--- src/rtl/regfile_pkg.sv ---
// Shared types and default constants for the parametrised register bank.
package regfile_pkg;

  typedef enum logic {
    IDLE  = 1'b0,
    SWEEP = 1'b1
  } sweep_state_e;

  localparam int unsigned DATA_W_DEF = 8;
  localparam int unsigned ADDR_W_DEF = 3;
  localparam int unsigned BYPASS_DEF = 1;

endpackage

--- src/rtl/regfile_if.sv ---
// Register-bank bus: write port, two read ports, reservation, sweep control and debug view.
interface regfile_if
  import regfile_pkg::*;
#(
  parameter int unsigned DATA_W = DATA_W_DEF,
  parameter int unsigned ADDR_W = ADDR_W_DEF
);
  localparam int unsigned DEPTH = 1 << ADDR_W;

  logic                    we3;
  logic [ADDR_W-1:0]       wa3;
  logic [DATA_W-1:0]       wd3;
  logic [ADDR_W-1:0]       ra1;
  logic [ADDR_W-1:0]       ra2;
  logic [DATA_W-1:0]       rd1;
  logic [DATA_W-1:0]       rd2;
  logic                    pend1;
  logic                    pend2;
  logic                    rsv_en;
  logic [ADDR_W-1:0]       rsv_addr;
  logic                    clr_start;
  logic                    clr_busy;
  logic [DEPTH*DATA_W-1:0] dbg_regs;

  modport master (
    output we3, wa3, wd3, ra1, ra2, rsv_en, rsv_addr, clr_start,
    input  rd1, rd2, pend1, pend2, clr_busy, dbg_regs
  );

  modport slave (
    input  we3, wa3, wd3, ra1, ra2, rsv_en, rsv_addr, clr_start,
    output rd1, rd2, pend1, pend2, clr_busy, dbg_regs
  );

endinterface

--- src/rtl/regfile_scoreboard.sv ---
// Per-register pending bits for multi-cycle producers; reserve wins over a same-cycle write.
module regfile_scoreboard
  import regfile_pkg::*;
#(
  parameter int unsigned ADDR_W = ADDR_W_DEF,
  parameter int unsigned BYPASS = BYPASS_DEF
) (
  input  logic              clk,
  input  logic              rst,
  input  logic              wr_en_i,
  input  logic [ADDR_W-1:0] wr_addr_i,
  input  logic              rsv_en_i,
  input  logic [ADDR_W-1:0] rsv_addr_i,
  input  logic              swp_en_i,
  input  logic [ADDR_W-1:0] swp_idx_i,
  input  logic [ADDR_W-1:0] ra1_i,
  input  logic [ADDR_W-1:0] ra2_i,
  output logic              pend1_o,
  output logic              pend2_o
);
  localparam int unsigned DEPTH = 1 << ADDR_W;

  logic [DEPTH-1:0] pending_q;
  logic [DEPTH-1:0] pending_d;

  // wr_en_i/rsv_en_i arrive already qualified (non-zero address, no sweep active)
  always_comb begin
    pending_d = pending_q;
    if (swp_en_i) pending_d[swp_idx_i] = 1'b0;
    if (wr_en_i)  pending_d[wr_addr_i] = 1'b0;
    if (rsv_en_i) pending_d[rsv_addr_i] = 1'b1;
    pending_d[0] = 1'b0;
  end

  always_ff @(posedge clk) begin
    if (rst) pending_q <= '0;
    else     pending_q <= pending_d;
  end

  always_comb begin
    pend1_o = pending_q[ra1_i];
    pend2_o = pending_q[ra2_i];
    if (BYPASS != 0 && wr_en_i && wr_addr_i == ra1_i) pend1_o = 1'b0;
    if (BYPASS != 0 && wr_en_i && wr_addr_i == ra2_i) pend2_o = 1'b0;
  end

endmodule

--- src/rtl/regfile_param.sv ---
// Parametrised register bank: one write port, two combinational read ports with optional
// write bypass, r0 hardwired to zero, pending scoreboard and a sequential clear sweep.
module regfile_param
  import regfile_pkg::*;
#(
  parameter int unsigned DATA_W = DATA_W_DEF,
  parameter int unsigned ADDR_W = ADDR_W_DEF,
  parameter int unsigned BYPASS = BYPASS_DEF
) (
  input logic      clk,
  input logic      rst,
  regfile_if.slave bus
);
  localparam int unsigned       DEPTH    = 1 << ADDR_W;
  localparam logic [ADDR_W-1:0] IDX_LAST = ADDR_W'(DEPTH - 1);
  localparam logic [ADDR_W-1:0] IDX_FIRST = ADDR_W'(1);

  logic [DATA_W-1:0]       regs_q [DEPTH];
  logic [DATA_W-1:0]       regs_d [DEPTH];
  sweep_state_e            state_q;
  logic [ADDR_W-1:0]       idx_q;
  logic                    clr_busy;
  logic                    wr_ok;
  logic                    rsv_ok;
  logic [DEPTH*DATA_W-1:0] dbg;

  assign clr_busy = (state_q == SWEEP);
  assign wr_ok    = bus.we3 && (bus.wa3 != '0) && !clr_busy;
  assign rsv_ok   = bus.rsv_en && (bus.rsv_addr != '0) && !clr_busy;

  always_comb begin
    regs_d = regs_q;
    if (clr_busy)   regs_d[idx_q]   = '0;
    else if (wr_ok) regs_d[bus.wa3] = bus.wd3;
  end

  always_ff @(posedge clk) begin
    if (rst) regs_q <= '{default: '0};
    else     regs_q <= regs_d;
  end

  always_ff @(posedge clk) begin
    if (rst) begin
      state_q <= IDLE;
      idx_q   <= IDX_FIRST;
    end else begin
      case (state_q)
        IDLE: begin
          if (bus.clr_start) begin
            state_q <= SWEEP;
            idx_q   <= IDX_FIRST;
          end
        end
        SWEEP: begin
          if (idx_q == IDX_LAST) state_q <= IDLE;
          else                   idx_q   <= idx_q + 1'b1;
        end
        default: state_q <= IDLE;
      endcase
    end
  end

  regfile_scoreboard #(
    .ADDR_W (ADDR_W),
    .BYPASS (BYPASS)
  ) u_scoreboard (
    .clk        (clk),
    .rst        (rst),
    .wr_en_i    (wr_ok),
    .wr_addr_i  (bus.wa3),
    .rsv_en_i   (rsv_ok),
    .rsv_addr_i (bus.rsv_addr),
    .swp_en_i   (clr_busy),
    .swp_idx_i  (idx_q),
    .ra1_i      (bus.ra1),
    .ra2_i      (bus.ra2),
    .pend1_o    (bus.pend1),
    .pend2_o    (bus.pend2)
  );

  // r0 storage is never written, so array reads at address 0 already return zero
  always_comb begin
    bus.rd1 = regs_q[bus.ra1];
    bus.rd2 = regs_q[bus.ra2];
    if (BYPASS != 0 && wr_ok && bus.wa3 == bus.ra1) bus.rd1 = bus.wd3;
    if (BYPASS != 0 && wr_ok && bus.wa3 == bus.ra2) bus.rd2 = bus.wd3;
  end

  always_comb begin
    dbg = '0;
    for (int unsigned i = 0; i < DEPTH; i++) dbg[i*DATA_W +: DATA_W] = regs_q[i];
  end

  assign bus.dbg_regs = dbg;
  assign bus.clr_busy = clr_busy;

endmodule

--- src/flat_wrapper.sv ---
// flat-port wrapper written by rule: the top's interface ports become plain ports
module regfile_param_flat import regfile_pkg::*;
#(
  parameter int unsigned DATA_W = DATA_W_DEF,
  parameter int unsigned ADDR_W = ADDR_W_DEF,
  parameter int unsigned BYPASS = BYPASS_DEF
)
  (clk, rst, bus_we3, bus_wa3, bus_wd3, bus_ra1, bus_ra2, bus_rsv_en, bus_rsv_addr, bus_clr_start, bus_rd1, bus_rd2, bus_pend1, bus_pend2, bus_clr_busy, bus_dbg_regs);
  regfile_if #(.DATA_W(DATA_W), .ADDR_W(ADDR_W)) bus_i ();
  input logic clk;
  input logic rst;
  input wire logic [$bits(bus_i.we3)-1:0] bus_we3;
  input wire logic [$bits(bus_i.wa3)-1:0] bus_wa3;
  input wire logic [$bits(bus_i.wd3)-1:0] bus_wd3;
  input wire logic [$bits(bus_i.ra1)-1:0] bus_ra1;
  input wire logic [$bits(bus_i.ra2)-1:0] bus_ra2;
  input wire logic [$bits(bus_i.rsv_en)-1:0] bus_rsv_en;
  input wire logic [$bits(bus_i.rsv_addr)-1:0] bus_rsv_addr;
  input wire logic [$bits(bus_i.clr_start)-1:0] bus_clr_start;
  output wire logic [$bits(bus_i.rd1)-1:0] bus_rd1;
  output wire logic [$bits(bus_i.rd2)-1:0] bus_rd2;
  output wire logic [$bits(bus_i.pend1)-1:0] bus_pend1;
  output wire logic [$bits(bus_i.pend2)-1:0] bus_pend2;
  output wire logic [$bits(bus_i.clr_busy)-1:0] bus_clr_busy;
  output wire logic [$bits(bus_i.dbg_regs)-1:0] bus_dbg_regs;
  assign bus_i.we3 = bus_we3;
  assign bus_i.wa3 = bus_wa3;
  assign bus_i.wd3 = bus_wd3;
  assign bus_i.ra1 = bus_ra1;
  assign bus_i.ra2 = bus_ra2;
  assign bus_i.rsv_en = bus_rsv_en;
  assign bus_i.rsv_addr = bus_rsv_addr;
  assign bus_i.clr_start = bus_clr_start;
  assign bus_rd1 = bus_i.rd1;
  assign bus_rd2 = bus_i.rd2;
  assign bus_pend1 = bus_i.pend1;
  assign bus_pend2 = bus_i.pend2;
  assign bus_clr_busy = bus_i.clr_busy;
  assign bus_dbg_regs = bus_i.dbg_regs;
  regfile_param #(.DATA_W(DATA_W), .ADDR_W(ADDR_W), .BYPASS(BYPASS)) u_core (.clk(clk), .rst(rst), .bus(bus_i));
endmodule
--- config.mk ---
export PLATFORM = sky130hd
export DESIGN_NAME = regfile_param_flat
export DESIGN_NICKNAME = d
export VERILOG_FILES = /design/src/rtl/regfile_pkg.sv /design/src/rtl/regfile_if.sv /design/src/rtl/regfile_scoreboard.sv /design/src/rtl/regfile_param.sv /design/src/flat_wrapper.sv
export SDC_FILE = /design/constraint.sdc
export NUM_CORES = 1
export LEC_CHECK = 0
export BUFFER_PORTS_ARGS = -buffer_cell sky130_fd_sc_hd__buf_4
export CAP_MARGIN = 0
export CORE_ASPECT_RATIO = 1.5
export CORE_MARGIN = 3
export CORE_UTILIZATION = 40
export DETAILED_ROUTE_END_ITERATION = 8
export SLEW_MARGIN = 20
export SYNTH_ARGS = -nofsm -noshare
export SYNTH_HDL_FRONTEND = slang
export SYNTH_SLANG_ARGS = --single-unit
--- constraint.sdc ---
create_clock -name clk -period 5.1 [get_ports clk]
set_clock_uncertainty 0.05 [all_clocks]
set_input_delay 1.02 -clock clk [delete_from_list [all_inputs] [get_ports clk]]
set_output_delay 1.02 -clock clk [all_outputs]
set_load 0.02 [all_outputs]
* Word level (Yosys, flattened, before mapping)
Index checks and enable logic that the tools add are counted.
Word-level totals: register bits 76, output and inout port bits 83, logic and storage cells 96
Cells by class: add/sub/neg operators 1, order comparisons 14, equality and inequality tests 5, multiplexer cells 36, bitwise gates (word level) 12, reductions and logical operators 16
Operators with widths (count):
- 64-bit 2-to-1 mux | 2
- 8-bit 2-to-1 mux | 11
- 64-bit bitwise AND | 1
- 64-bit bitwise mux | 1
- 64-bit inverter | 1
- 8-bit binary-select mux with 3-bit select | 2
- 8-bit demux with 3-bit select | 2
- 3-bit by 4-bit less-than comparator with 1-bit output, second input constant | 5
- 8-bit bitwise AND | 2
- 4-bit >= comparator, second input constant | 4
- 3-bit inverter with 4-bit output | 4
- 8-bit inverter | 2
- 1-bit logical AND | 11
- 1-bit demux with 3-bit select | 3
- 3-bit by 1-bit >= comparator with 1-bit output, second input constant | 3
- 1-bit 2-to-1 mux | 9
- 4-bit by 1-bit less-than comparator with 1-bit output, second input constant | 2
- 8-bit OR | 1
- 1-bit binary-select mux with 3-bit select | 2
- 3-bit equality test | 2
- 3-bit 2-to-1 mux | 2
- 3-bit one-hot mux with 2 select lines | 1
- 3-bit nonzero test | 2
- 2-bit inequality test, second input constant | 2
- other kinds (7) | 7

* Logic depth before layout (Yosys ltp)
depth after elaboration 11, depth in mapped cells 6, gate-level depth less buffers 6

* Modules after synthesis
A second synthesis with hierarchy kept.
Unflattened totals: cells, all modules 410, area, all modules 4509.3 um^2
By module, submodules not included:
- regfile_param | times used 1, cells an instance 338, area each 3898.7 um^2, seq. area each 1361.3 um^2
- regfile_scoreboard | times used 1, cells an instance 72, area each 610.6 um^2, seq. area each 140.1 um^2

* Worst setup path before layout
OpenSTA, ideal clock, no wires.
path type input to output, from in bus_ra1[1], to out bus_rd1[0], arrival 2.191 ns, setup slack 1.839 ns, stages 5, cells stage by stage buf_6 -> buf_12 -> and2_1 -> o21ai_4 -> mux2_2
Between the ends: cells in the longest elaborated chain, start to end 5, elaborated cells on any way between the ends 7
Ends and longest elaborated chain:
- from (decl) | RTL line flat_wrapper.sv:15 | input wire logic [$bits(bus_i.ra1)-1:0] bus_ra1;
- 3-bit inverter with 4-bit output (implied by the code) | RTL line regfile_param.sv:83 | bus.rd1 = regs_q[bus.ra1];
- 8-bit binary-select mux with 3-bit select | RTL line regfile_param.sv:83
- 8-bit 2-to-1 mux (implied by the code) (2 in series) | RTL line regfile_param.sv:83
- 8-bit 2-to-1 mux (*) | RTL line regfile_param.sv:85 | if (BYPASS != 0 && wr_ok && bus.wa3 == bus.ra1) bus.rd1 = bus.wd3;
- to (decl) | RTL line flat_wrapper.sv:20 | output wire logic [$bits(bus_i.rd1)-1:0] bus_rd1;
Mark *: on every way between the ends. The rest lies on a longest branch, timed or not. The select of a mux whose other input is x is not followed.

* Final worst setup path
from in bus_ra2[1], to out bus_rd2[0]
Between the ends: cells in the longest elaborated chain, start to end 5, elaborated cells on any way between the ends 7
Ends and longest elaborated chain:
- from (decl) | RTL line flat_wrapper.sv:16 | input wire logic [$bits(bus_i.ra2)-1:0] bus_ra2;
- 3-bit inverter with 4-bit output (implied by the code) | RTL line regfile_param.sv:84 | bus.rd2 = regs_q[bus.ra2];
- 8-bit binary-select mux with 3-bit select | RTL line regfile_param.sv:84
- 8-bit 2-to-1 mux (implied by the code) (2 in series) | RTL line regfile_param.sv:84
- 8-bit 2-to-1 mux (*) | RTL line regfile_param.sv:86 | if (BYPASS != 0 && wr_ok && bus.wa3 == bus.ra2) bus.rd2 = bus.wd3;
- to (decl) | RTL line flat_wrapper.sv:21 | output wire logic [$bits(bus_i.rd2)-1:0] bus_rd2;
Marked as above.

==> impl_metrics.toml <==
[critical_path]
critPathCaptureType = "output pin"
cp.required_ns = 4.03
timing.setup.critical_path_class = "input port to output pin"
critical_path.max_fanout = 20
reg2reg_slack_ns = 2.54
timing.rr.end = "u_core.u_scoreboard.pending_q[1]"
startpoint_type = "input port"
r2r-start = "u_core.bus.clr_busy"
cp_data_arrival_time_ns = 2.56
reg2regPathDepth = 5

[power]
switching_share_pct = 28.1
power_frac_clock_pct = 41.4
power_frac_seq_pct = 42.9
total_switching_power_w = 0.000405
internal_power_w = 0.00103
power_density_nw_per_um2 = 257
combinational_power_share_pct = 15.7
total_power_w = 0.00144
power.leakage_nw = 2.38
peakVddDrop_mv = 0.141

[hold_path]
worstHoldEndpoint = "u_core.bus.dbg_regs[1]"
hold_path_depth = 1
worst_hold_startpoint = "u_core.bus.dbg_regs[1]"
worstHoldPathType = "flop to flop"

[logic_synthesis]
synth_flop_cell = "sky130_fd_sc_hd__dfxtp_1"
synth_async_sr_flop_share_pct = 0
synth.lib_cells_used.distinct = 40
cell_with_the_most_instances_after_synthesis = "sky130_fd_sc_hd__dfxtp_1"
proportion_of_synthesized_chip_area_in_sequential_cells_pct = 33.3
share_of_the_synthesized_area_in_the_top_cell_type_pct = 33.3
synthTopCellsByCount = "sky130_fd_sc_hd__dfxtp_1, sky130_fd_sc_hd__nand2_1, sky130_fd_sc_hd__a21oi_1, sky130_fd_sc_hd__nor2_1, sky130_fd_sc_hd__nor3_1"
synth_enable_flop_cells = 0
netlist_instances = 485
yosys_register_bits = 75
mappedNetlistArea_sq_um = 4510
number_of_synthesis_warnings = 0
syn-num-nets = 512
synth_top_cell_by_area = "sky130_fd_sc_hd__dfxtp_1"
netlist_top_cells_area = "sky130_fd_sc_hd__dfxtp_1, sky130_fd_sc_hd__mux4_1, sky130_fd_sc_hd__a21oi_1"
synth.avg_cell_area_sq_um = 9.31

[detailed_routing]
detail_route.drc_violations = 0
postRouteWirelength_mm = 14.5
dr.first_iter.drc_count = 265
routed.top_layer = "met4"
met1_length_mm = 6.16
drtPass1Iterations = 5
routed-wl-met2_mm = 7.18
routed_wl_per_cell_um = 20.1
route.vias.total = 4100
met3RoutedLength_um = 871
postRouteAntennaNets = 0
vias_per_cell = 5.69

[clocking]
cts-htree-levels = 3
postCtsSetupBuffers = 0
cts_inserted_buffers = 9
tritoncts = "built"
hold_buffers = 0
clock-root-buffer = "sky130_fd_sc_hd__clkbuf_16"
cts_repair_resize_count = 0
clock_sink_count = 75
clock_pin_slew_on_the_worst_setup_and_hold_paths_ns = 0.06
clkLatencyLatePin_ns = 0.33
cts-root-to-sink-buffers = 2

[layout]
layout_cells_sized_above_1_pct = 29.7
filler_cell_count = 1051
area_growth_pct = 24.1
antenna_cells = 0
postLayoutCoreUtil_pct = 51.8
nNetsFinal = 598

[global_route]
grt_start_max_net_pins = 69
grt_antenna_before_repair = 0
first_global_vias = 3992
global_route.usage.total_pct = 23.1
global_route_wire_length_before_repair_mm = 22.2
globalRoute.totalOverflow = 0

[timing]
rsz0062_at_grt = "no"
timing_worst_slew_pin_value_ns = 0.929
final-setup-viol-count = 0
final_max_slew_viol_count = 0
fmaxAchievable_mhz = 276
timing.slew.headroom_pct = 37.9
hold_viol_final = 0
finalCriticalPeriod_ns = 3.63
final.period_utilization_pct = 71.1
fin_setup_tns_ns = 0

[floorplanning]
design.die.area_sq_um = 12600
rows = 46
core_sq_um = 10800
top_level_ports = 108
fp.dieW_um = 92.7
die_height_um = 136
initial_utilization_pct = 41.7

[job]
cap_viol_max_count = 0

[placement]
port_buffers = 107
place.detailed.hpwl_mm = 10.3
finalWeightedCongestion = 0.839

[status]
status = "completed"
power by group through the flow:
| stage | registers, W | clock network, W | logic, W |
|---|---|---|---|
| finish | 0.000617 | 0.000595 | 0.000225 |
| detailed placement | 0.000630 | 0 | 0.000224 |
| global route | 0.000619 | 0.000624 | 0.000242 |
| CTS | 0.000617 | 0.000603 | 0.000225 |
| floorplan | 0.000635 | 0 | 0.000141 |
| global placement | 0.000629 | 0 | 0.000222 |
sequential cells by signal, indices dropped and copies added (netlist names):
name and count:
u_core.bus.dbg_regs 64, u_core.bus.clr_busy 1, u_core.u_scoreboard.pending_q 7, u_core.idx_q 3
layout make-up:
class                   count  area (sq um)  share of cell area, %
well taps                 144           180                   3.22
flip-flops and latches     75          1500                   26.8
multi-input cells         371          2800                   50.0
clock buffers              10           239                   4.27
inverters                   4          15.0                  0.268
clock inverters             6          38.8                  0.693
repair buffers            110           826                   14.7
how the worst max path moves through the flow:
stage,from,to,cells after the start
after floorplan,bus_ra1[1],bus_rd1[0],5
after global placement,bus_ra2[1],bus_rd2[0],6
after detailed placement,bus_ra2[1],bus_rd2[0],6
after CTS,bus_ra2[1],bus_rd2[0],6
after global routing,bus_ra2[1],bus_rd2[0],6
final,bus_ra2[1],bus_rd2[0],6
per-layer routing:
layer	GRT usage [%]	vias up
li1	-	1950
met1	29.3	1985
met2	39.1	144
met3	5.59	21
met4	6.44	0
met5	0	-
worst max-delay path: stages:
cell                       delay (ns)
sky130_fd_sc_hd__buf_4           0.31
sky130_fd_sc_hd__mux4_1          0.61
sky130_fd_sc_hd__nand2b_1        0.11
sky130_fd_sc_hd__nand2_1         0.05
sky130_fd_sc_hd__mux2_1          0.29
sky130_fd_sc_hd__buf_4           0.16
cells in the final DEF (no fill, tap or decap), drive strengths merged, types with 2 or more instances in the layout:
cell type | netlist | layout
o211a | 2 | 2
nand2 | 74 | 74
clkbuf | 18 | 10
a22oi | 2 | 2
o21ai | 5 | 5
xor2 | 4 | 4
clkinvlp | 0 | 2
mux2 | 18 | 18
nor2 | 35 | 35
nand3 | 13 | 13
dfxtp | 75 | 75
buf | 17 | 110
nand3b | 14 | 14
a31oi | 3 | 3
ha | 2 | 2
nor3 | 32 | 32
and2 | 10 | 10
mux4 | 34 | 34
a21oi | 63 | 63
nor2b | 6 | 6
or2b | 2 | 2
inv | 4 | 5
clkinv | 0 | 3
or2 | 8 | 8
o211ai | 18 | 18
nand2b | 19 | 19
cells by family after synthesis:
logic type	count (synthesis)	synth area share, %
xor+xnor	4	0.776
buf+inv	39	4.71
simple gates	218	24.1
mux	52	24.0
flops	75	33.3
fa+ha+maj	2	0.554
compound gates	95	12.6
through the flow:
stage,cells,area [sq um],setup slack [ns],hold WS [ns]
after floorplan,485,4510,1.84,0.419
after global placement,704,5320,1.48,0.434
after detailed placement,704,5320,1.48,0.440
after CTS,720,5600,1.47,0.453
after global routing,720,5600,1.42,0.468
final,720,5600,1.47,0.450
Power figures use the tool's default switching activity.
